--- src/rtl/ls11_test_sequencer_pkg.sv ---
// Shared types and constants for the 74LS11 tester. Optional build macro used by the top:
// LS11_STOP_ON_FAIL_EN.
package ls11_test_sequencer_pkg;

  typedef enum logic [1:0] {
    StIdle   = 2'd0,
    StSettle = 2'd1,
    StSample = 2'd2,
    StDone   = 2'd3
  } state_e;

  localparam int unsigned NumVectors = 8;
  localparam int unsigned VecW       = $clog2(NumVectors);
  localparam logic [VecW-1:0] LastVec = 3'b111;

  // A 3-input AND is high only when every input is high.
  function automatic logic [2:0] expected_y(logic [VecW-1:0] vec);
    return {3{vec == LastVec}};
  endfunction

endpackage

--- src/rtl/ls11_test_sequencer_settle_timer.sv ---
// Loadable down-counter with a zero flag; holds at zero until reloaded.
module ls11_test_sequencer_settle_timer #(
  parameter int unsigned CNT_W = 8
) (
  input  logic             clk_i,
  input  logic             reset_i,
  input  logic             load_i,
  input  logic [CNT_W-1:0] load_val_i,
  input  logic             en_i,
  output logic             zero_o
);

  logic [CNT_W-1:0] cnt_q, cnt_d;

  always_comb begin
    cnt_d = cnt_q;
    if (load_i) begin
      cnt_d = load_val_i;
    end else if (en_i && (cnt_q != '0)) begin
      cnt_d = cnt_q - 1'b1;
    end
  end

  always_ff @(posedge clk_i) begin
    if (reset_i) begin
      cnt_q <= '0;
    end else begin
      cnt_q <= cnt_d;
    end
  end

  assign zero_o = (cnt_q == '0);

endmodule

--- src/rtl/ls11_test_sequencer.sv ---
// Exhaustive sequencer for a 74LS11 triple 3-input AND. Define LS11_STOP_ON_FAIL_EN to end a
// run at the first mismatching vector instead of applying all eight.
module ls11_test_sequencer
  import ls11_test_sequencer_pkg::*;
#(
  parameter int unsigned SETTLE_CYCLES = 4,
  parameter int unsigned CNT_W         = 8
) (
  input  logic       clk,
  input  logic       reset,
  input  logic       start,
  output logic [2:0] a_o,
  output logic [2:0] b_o,
  output logic [2:0] c_o,
  input  logic [2:0] y_i,
  output logic       busy,
  output logic       done,
  output logic       pass,
  output logic [2:0] fail_mask,
  output logic [2:0] first_fail_vec
);

  localparam logic [CNT_W-1:0] SettleLoad = CNT_W'(SETTLE_CYCLES - 1);

  state_e          state_q, state_d;
  logic [VecW-1:0] vec_q, vec_d;
  logic            pass_q, pass_d;
  logic [2:0]      fail_mask_q, fail_mask_d;
  logic [2:0]      first_fail_q, first_fail_d;
  logic            timer_load, timer_en, timer_zero;
  logic [2:0]      mism;
  logic            last_step;

  ls11_test_sequencer_settle_timer #(
    .CNT_W (CNT_W)
  ) u_settle_timer (
    .clk_i      (clk),
    .reset_i    (reset),
    .load_i     (timer_load),
    .load_val_i (SettleLoad),
    .en_i       (timer_en),
    .zero_o     (timer_zero)
  );

  always_comb begin
    state_d      = state_q;
    vec_d        = vec_q;
    pass_d       = pass_q;
    fail_mask_d  = fail_mask_q;
    first_fail_d = first_fail_q;
    timer_load   = 1'b0;
    timer_en     = 1'b0;
    last_step    = 1'b0;
    mism         = y_i ^ expected_y(vec_q);

    case (state_q)
      StIdle: begin
        if (start) begin
          state_d      = StSettle;
          vec_d        = '0;
          timer_load   = 1'b1;
          pass_d       = 1'b0;
          fail_mask_d  = '0;
          first_fail_d = '0;
        end
      end
      StSettle: begin
        if (timer_zero) begin
          state_d = StSample;
        end else begin
          timer_en = 1'b1;
        end
      end
      StSample: begin
        fail_mask_d = fail_mask_q | mism;
        // Only the very first mismatching vector of the run is recorded.
        if ((mism != '0) && (fail_mask_q == '0)) begin
          first_fail_d = vec_q;
        end
        last_step = (vec_q == LastVec);
`ifdef LS11_STOP_ON_FAIL_EN
        if (mism != '0) begin
          last_step = 1'b1;
        end
`endif
        if (last_step) begin
          state_d = StDone;
          vec_d   = '0;
          pass_d  = (fail_mask_d == '0);
        end else begin
          state_d    = StSettle;
          vec_d      = vec_q + 1'b1;
          timer_load = 1'b1;
        end
      end
      StDone: begin
        state_d = StIdle;
        vec_d   = '0;
      end
      default: begin
        state_d = StIdle;
        vec_d   = '0;
      end
    endcase
  end

  always_ff @(posedge clk) begin
    if (reset) begin
      state_q      <= StIdle;
      vec_q        <= '0;
      pass_q       <= 1'b0;
      fail_mask_q  <= '0;
      first_fail_q <= '0;
    end else begin
      state_q      <= state_d;
      vec_q        <= vec_d;
      pass_q       <= pass_d;
      fail_mask_q  <= fail_mask_d;
      first_fail_q <= first_fail_d;
    end
  end

  assign a_o            = {3{vec_q[2]}};
  assign b_o            = {3{vec_q[1]}};
  assign c_o            = {3{vec_q[0]}};
  assign busy           = (state_q == StSettle) || (state_q == StSample);
  assign done           = (state_q == StDone);
  assign pass           = pass_q;
  assign fail_mask      = fail_mask_q;
  assign first_fail_vec = first_fail_q;

endmodule

--- config.mk ---
export PLATFORM = sky130hd
export DESIGN_NAME = ls11_test_sequencer
export DESIGN_NICKNAME = d
export VERILOG_FILES = /design/src/rtl/ls11_test_sequencer_pkg.sv /design/src/rtl/ls11_test_sequencer_settle_timer.sv /design/src/rtl/ls11_test_sequencer.sv
export SDC_FILE = /design/constraint.sdc
export NUM_CORES = 1
export LEC_CHECK = 0
export BUFFER_PORTS_ARGS = -buffer_cell sky130_fd_sc_hd__buf_2
export CAP_MARGIN = 30
export CORE_UTILIZATION = 28
export DETAILED_ROUTE_END_ITERATION = 10
export HOLD_SLACK_MARGIN = 0.12
export PLACE_DENSITY = 0.59
export REMOVE_ABC_BUFFERS = 1
export SYNTH_ARGS = -nofsm -noshare
export SYNTH_HDL_FRONTEND = slang
export SYNTH_SLANG_ARGS = --single-unit
--- constraint.sdc ---
create_clock -name clk -period 1.77 [get_ports clk]
set_input_delay 0.354 -clock clk [delete_from_list [all_inputs] [get_ports clk]]
set_output_delay 0.354 -clock clk [all_outputs]
set_load 0.02 [all_outputs]
== Word-level counts from Yosys, hierarchy flattened ==
Cells that the tools add are included.

* Bits in registers: 20
* Input bits: 6
* Output and inout bits: 18
* Word-level logic and storage cells: 57

* Add/sub/neg operators: 2
* Equality and inequality tests: 8
* Mux-type cells: 20
* Bitwise logic cells: 2
* Reduce and logical (&&, ||, !) cells: 18

{| class="wikitable"
|+ Operators by type and width
! cell !! number
|-
| $pmux W3 S2 || 2
|-
| $mux W2 || 5
|-
| $mux W3 || 3
|-
| $pmux W3 S3 || 1
|-
| $logic_not A8 Y1 || 1
|-
| $ne A2 B2 Y1 const B || 4
|-
| $pmux W2 S4 || 1
|-
| $reduce_bool A8 Y1 || 1
|-
| $sub A8 B1 Y8 const B || 1
|-
| $logic_not A3 Y1 || 2
|-
| $mux W1 || 6
|-
| $reduce_and A2 Y1 || 3
|-
| $reduce_and A3 Y1 || 2
|-
| $reduce_bool A3 Y1 || 2
|-
| $eq A2 B2 Y1 const B || 2
|-
| $pmux W1 S2 || 2
|-
| $reduce_bool A2 Y1 || 2
|-
| $add A3 B1 Y3 const B || 1
|-
| $eq A3 B3 Y1 const B || 1
|-
| $or A3 B3 Y3 || 1
|-
| $xor A3 B3 Y3 || 1
|-
| $eq A2 B1 Y1 const B || 1
|-
| $logic_and A1 B1 Y1 || 2
|-
| $logic_not A2 Y1 || 1
|-
| 2 further kinds || 2
|}

== Depth between registers and ports, before layout ==
* Depth in word-level cells: 6
* Gate-level depth with buffers: 7
* Depth with buffers taken out: 6

== Hierarchy ==
From an unflattened synthesis, not the netlist that was laid out.

* Cells, all modules: 145
* Area total of the unflattened synthesis: 1,258.7 sq um

{| class="wikitable"
|+ Modules (own cells, without submodules)
! module !! instances !! cells an instance !! area each (sq um)
|-
| ls11_test_sequencer || 1 || 86 || 743.2
|-
| ls11_test_sequencer_settle_timer || 1 || 59 || 515.5
|}

== Least setup slack after synthesis ==
No wires, ideal clock.

* Path type: register to register
* Start point: reg vec_q[1]
* End point: reg first_fail_q[0], in the netlist first_fail_vec[0]
* Arrival time: 1.974 ns
* Data required time: 1.710 ns
* Path slack: -0.264 ns
* Stages on the path, launching flop included: 8
* Period minus slack after synthesis: 2.034 ns
* Cell sequence: dfxtp_1 ha_1 ha_1 buf_6 or4_4 a31o_2 a21oi_2 a22o_1

* Longest elaborated chain between the ends: 6

{| class="wikitable"
|+ RTL lines
! item !! RTL line !! source
|-
| start, declared || ls11_test_sequencer.sv:26 || <nowiki>logic [VecW-1:0] vec_q, vec_d;</nowiki>
|-
| start signal, assigned || ls11_test_sequencer.sv:116 || <nowiki>vec_q <= vec_d;</nowiki>
|-
| $eq A3 B3 Y1 || ls11_test_sequencer_pkg.sv:18 || <nowiki>return {3{vec == LastVec}};</nowiki>
|-
| $xor A3 B3 Y3 || ls11_test_sequencer.sv:54 || <nowiki>mism = y_i ^ expected_y(vec_q);</nowiki>
|-
| $reduce_bool A3 Y1 || ls11_test_sequencer.sv:77 || <nowiki>if ((mism != '0) && (fail_mask_q == '0)) begin</nowiki>
|-
| $logic_and A1 B1 Y1 || ls11_test_sequencer.sv:77 ||
|-
| $ne A2 B2 Y1 (no source line) || -- ||
|-
| $reduce_and A3 Y1 (no source line) || -- ||
|-
| end signal, assigned || ls11_test_sequencer.sv:119 || <nowiki>first_fail_q <= first_fail_d;</nowiki>
|-
| end, declared || ls11_test_sequencer.sv:29 || <nowiki>logic [2:0] first_fail_q, first_fail_d;</nowiki>
|}

Every way passes these cells.
A chain may end at the register's enable or synchronous reset.

== Worst setup path after layout ==
* Start point: reg state_q[1]
* End point: reg u_settle_timer.cnt_q[5]

* Longest elaborated chain between the ends: 3

{| class="wikitable"
|+ RTL lines
! item !! RTL line !! source
|-
| start, declared || ls11_test_sequencer.sv:25 || <nowiki>state_e state_q, state_d;</nowiki>
|-
| start signal, assigned || ls11_test_sequencer.sv:109 || <nowiki>state_q <= StIdle;</nowiki>
|-
| start signal, assigned || ls11_test_sequencer.sv:115 || <nowiki>state_q <= state_d;</nowiki>
|-
| $eq A2 B2 Y1, or another cell as far along || ls11_test_sequencer.sv:56 || <nowiki>case (state_q)</nowiki>
|-
| $pmux W1 S2 or $mux W1 (tied branches) || ls11_test_sequencer.sv:56 ||
|-
| $reduce_or A2 Y1 (no source line) or $logic_and A1 B1 Y1 (tied branches) || -- ||
|-
| end signal, assigned || ls11_test_sequencer_settle_timer.sv:28 || <nowiki>cnt_q <= cnt_d;</nowiki>
|-
| end, declared || ls11_test_sequencer_settle_timer.sv:13 || <nowiki>logic [CNT_W-1:0] cnt_q, cnt_d;</nowiki>
|}

Several ways; a longest one is shown, not always the timed one.

==> impl_metrics.ini <==
[sta]
maxSlewHeadroom_pct = 67.0
rsz0062_at_grt = yes
worst_slew_pin_slew_ps = 482
setup_violations = 0
min_period_ps = 1720
fmax_ghz = 0.581
maxSlewViolCount = 0
min_period_over_period_pct = 97.2
skew_ps = 2.04
timing.final.ws_setup_ps = 48.9
final-hold-violation-count = 0

[floorplanning]
core-area_um2 = 3770
fp.dieW_um = 65.7
initial_utilization_pct = 30.1
die_area_um2 = 4310
die_y_um = 65.7
num_rows = 22
io_pins = 24

[synth]
synth_seq_cells = 20
synth_adder_area_share_pct = 11.0
synth-main-ff-cell = dfxtp_1
synthSimpleGateAreaFrac_pct = 21.3
ys_async_sr_fraction_pct = 0
synth_top_family_by_area = simple AND/OR/NAND/NOR gates
synthMuxAreaShare_pct = 0
synth_compound_area_share_pct = 19.4
syn_area_um2 = 1130
synth_xor_area_share_pct = 5.40
synth-seq-area-share_pct = 35.3
synth.avg_cell_area_um2 = 8.87
synth_edf_count = 0
ys_types = 37
ys_warn_count = 0
syn_inst = 128

[critical_path]
r2r_start = state_q[1]$_SDFFE_PP0P_
cp-endpoint = u_settle_timer.cnt_q[5]$_SDFFE_PP0P_
worst_r2r_path_depth = 5
critPathSlowestCell = or4b_4
crit_chain = inv_1 > ha_2 > or4b_4 > or3_2 > a21oi_2
crit_start = state_q[1]$_SDFFE_PP0P_
critical_path_class = flip-flop to flip-flop
worst_ep_arrival_time_ps = 1920
r2r_slack_ps = 50
r2r_end = u_settle_timer.cnt_q[5]$_SDFFE_PP0P_
path_max_fanout = 3
path_delay_family = simple AND/OR/NAND/NOR gates
cp_num_buf_inv = 1
crit_cells = 5
critPathMaxStageDelay_ps = 470
critPathRequiredTime_ps = 1970
cp-end-kind = flip-flop
startpoint_type = flip-flop

[placed_design]
placed_area_um2 = 1370
gp_congestion = 0.790
port_buffers = 23
hpwl_um = 2220
post-place-ws_ps = -103
dp_cells = 206

[global_routing]
grt_usage_pct = 14.2
grt-ovfl-total = 0
grt_pass1_wl_um = 4710
grt_max_degree = 16
grt_pass1_vias = 1097
antenna_found_initial = 0

[cells_and_area]
final_cell_mix = 23 x buf_2, 19 x buf_4, 17 x dfxtp_1
drive_above_1_share_pct = 43.3
finalNetCount = 181
layout_commonest_cell = buf_2
finalNonFillerCells = 212
final_area_um2 = 1520
antennaDiodeCount = 0
area_growth_pct = 34.2

[power]
p_leak_nw = 0.654
power_mw = 2.19
seqPwrFrac_pct = 27.9
p_comb_share_pct = 55.8
clockPowerShare_pct = 16.3
switchingPower_uw = 876
ir_drop_uv = 674
netSwitchingFraction_pct = 40.0
cell_internal_pwr_mw = 1.32
powerDensity_nw_per_um2 = 1440

[clocking]
cts_max_level = 1
cts.sink_count = 20
cts_root_buf = clkbuf_8
insertion_delay_ps = 270
cts_tree = yes
path_clk_slew_ps = 70
clock_tree.buffer_depth = 2
cts_buffers = 3
cts_hold_buf = 0

[drt]
drc = 0
wire_per_inst_um = 13.5
drt_first_iter_violations = 31
viasPerCell = 5.13
vias = 1087
first_pass_iters = 4
final_antenna_net_count = 0
wirelength_um = 2860

[hold_path]
holdPathStages = 2
hold_path.class = input pin to flip-flop

[run_status]
status = completed

[run]
drv_cap = 0
-- power groups by stage --
stage / sequential, mW / combinational (mW) / clock [mW]
floorplan: 0.624 / 0.628 / 0
global placement: 0.598 / 1.01 / 0
detailed placement: 0.606 / 1.06 / 0
CTS: 0.596 / 1.10 / 0.374
global route: 0.623 / 1.35 / 0.390
finish: 0.611 / 1.22 / 0.358
-- worst min path at each step --
stage / slack (ps) / to / start
after floorplan: 420 / pass$_SDFFE_PP0P_ / reset
after global placement: 460 / first_fail_vec[1]$_SDFFE_PP0P_ / first_fail_vec[1]$_SDFFE_PP0P_
after detailed placement: 460 / first_fail_vec[0]$_SDFFE_PP0P_ / first_fail_vec[0]$_SDFFE_PP0P_
after CTS: 430 / fail_mask[0]$_SDFFE_PP0P_ / reset
after global routing: 450 / fail_mask[1]$_SDFFE_PP0P_ / reset
final: 450 / fail_mask[1]$_SDFFE_PP0P_ / reset
-- flip-flops by register name, indices dropped and copies added (netlist names) --
name and cells:
fail_mask 3, first_fail_vec 3, pass 1, state_q 2, u_settle_timer.cnt_q 8, vec_q 3
-- area by class of cell --
cell class	instances	area [µm²]
inverter	5	18.8
sequential	20	404
tap	48	60.1
clock buffer	4	55.1
fill	387	2250
multi-input combinational	93	727
timing repair buffer	42	258
-- routing by layer --
layer  routed length (µm)  track usage [%]
met3                  117             3.99
met5                    0                0
met1                 1200             14.9
met2                 1500             26.0
met4                   43             6.25
-- kinds of logic (layout without fill, tap and decap cells) --
family | Yosys count | count (layout)
flops | 20 | 20
compound gates | 33 | 33
simple gates | 43 | 43
xor+xnor | 7 | 7
buf+inv | 15 | 51
fa+ha+maj | 10 | 10
-- Yosys cell counts, types with 2 or more instances --
| master | n | area share, % |
|---|---|---|
| a22o_1 | 2 | 1.5 |
| inv_1 | 5 | 1.7 |
| nand2b_1 | 2 | 1.1 |
| nor2_1 | 10 | 3.3 |
| nor4_1 | 5 | 2.8 |
| nand4_1 | 2 | 1.1 |
| dfxtp_1 | 20 | 35 |
| o31ai_1 | 3 | 2.0 |
| a22oi_1 | 3 | 2.0 |
| nand3_1 | 4 | 1.8 |
| o21ai_0 | 5 | 2.2 |
| xor2_1 | 3 | 2.3 |
| a21oi_1 | 11 | 4.9 |
| nand2_1 | 6 | 2.0 |
| xnor2_1 | 4 | 3.1 |
| nor3b_1 | 2 | 1.3 |
| clkbuf_1 | 3 | 0.99 |
| nor2b_1 | 2 | 1.1 |
| nor3_1 | 3 | 1.3 |
| buf_4 | 6 | 4.0 |
| a311oi_1 | 2 | 1.5 |
| ha_1 | 10 | 11 |
-- through the flow --
step	setup TNS [ps]	utilization, %	hold WS (ps)
global placement	-74.7	36.3	459
floorplan	-2390	-	423
CTS	0	38.3	427
finish	0	40.4	451
detailed placement	-267	36.3	459
global route	-61.9	40.4	450
-- repair_timing --
action,4_1_cts,5_1_grt
resized for setup,4,19
pin swaps,5,5
setup endpoints to repair,4,12
buffers inserted,1,1
(Power assumes the default switching activity.)
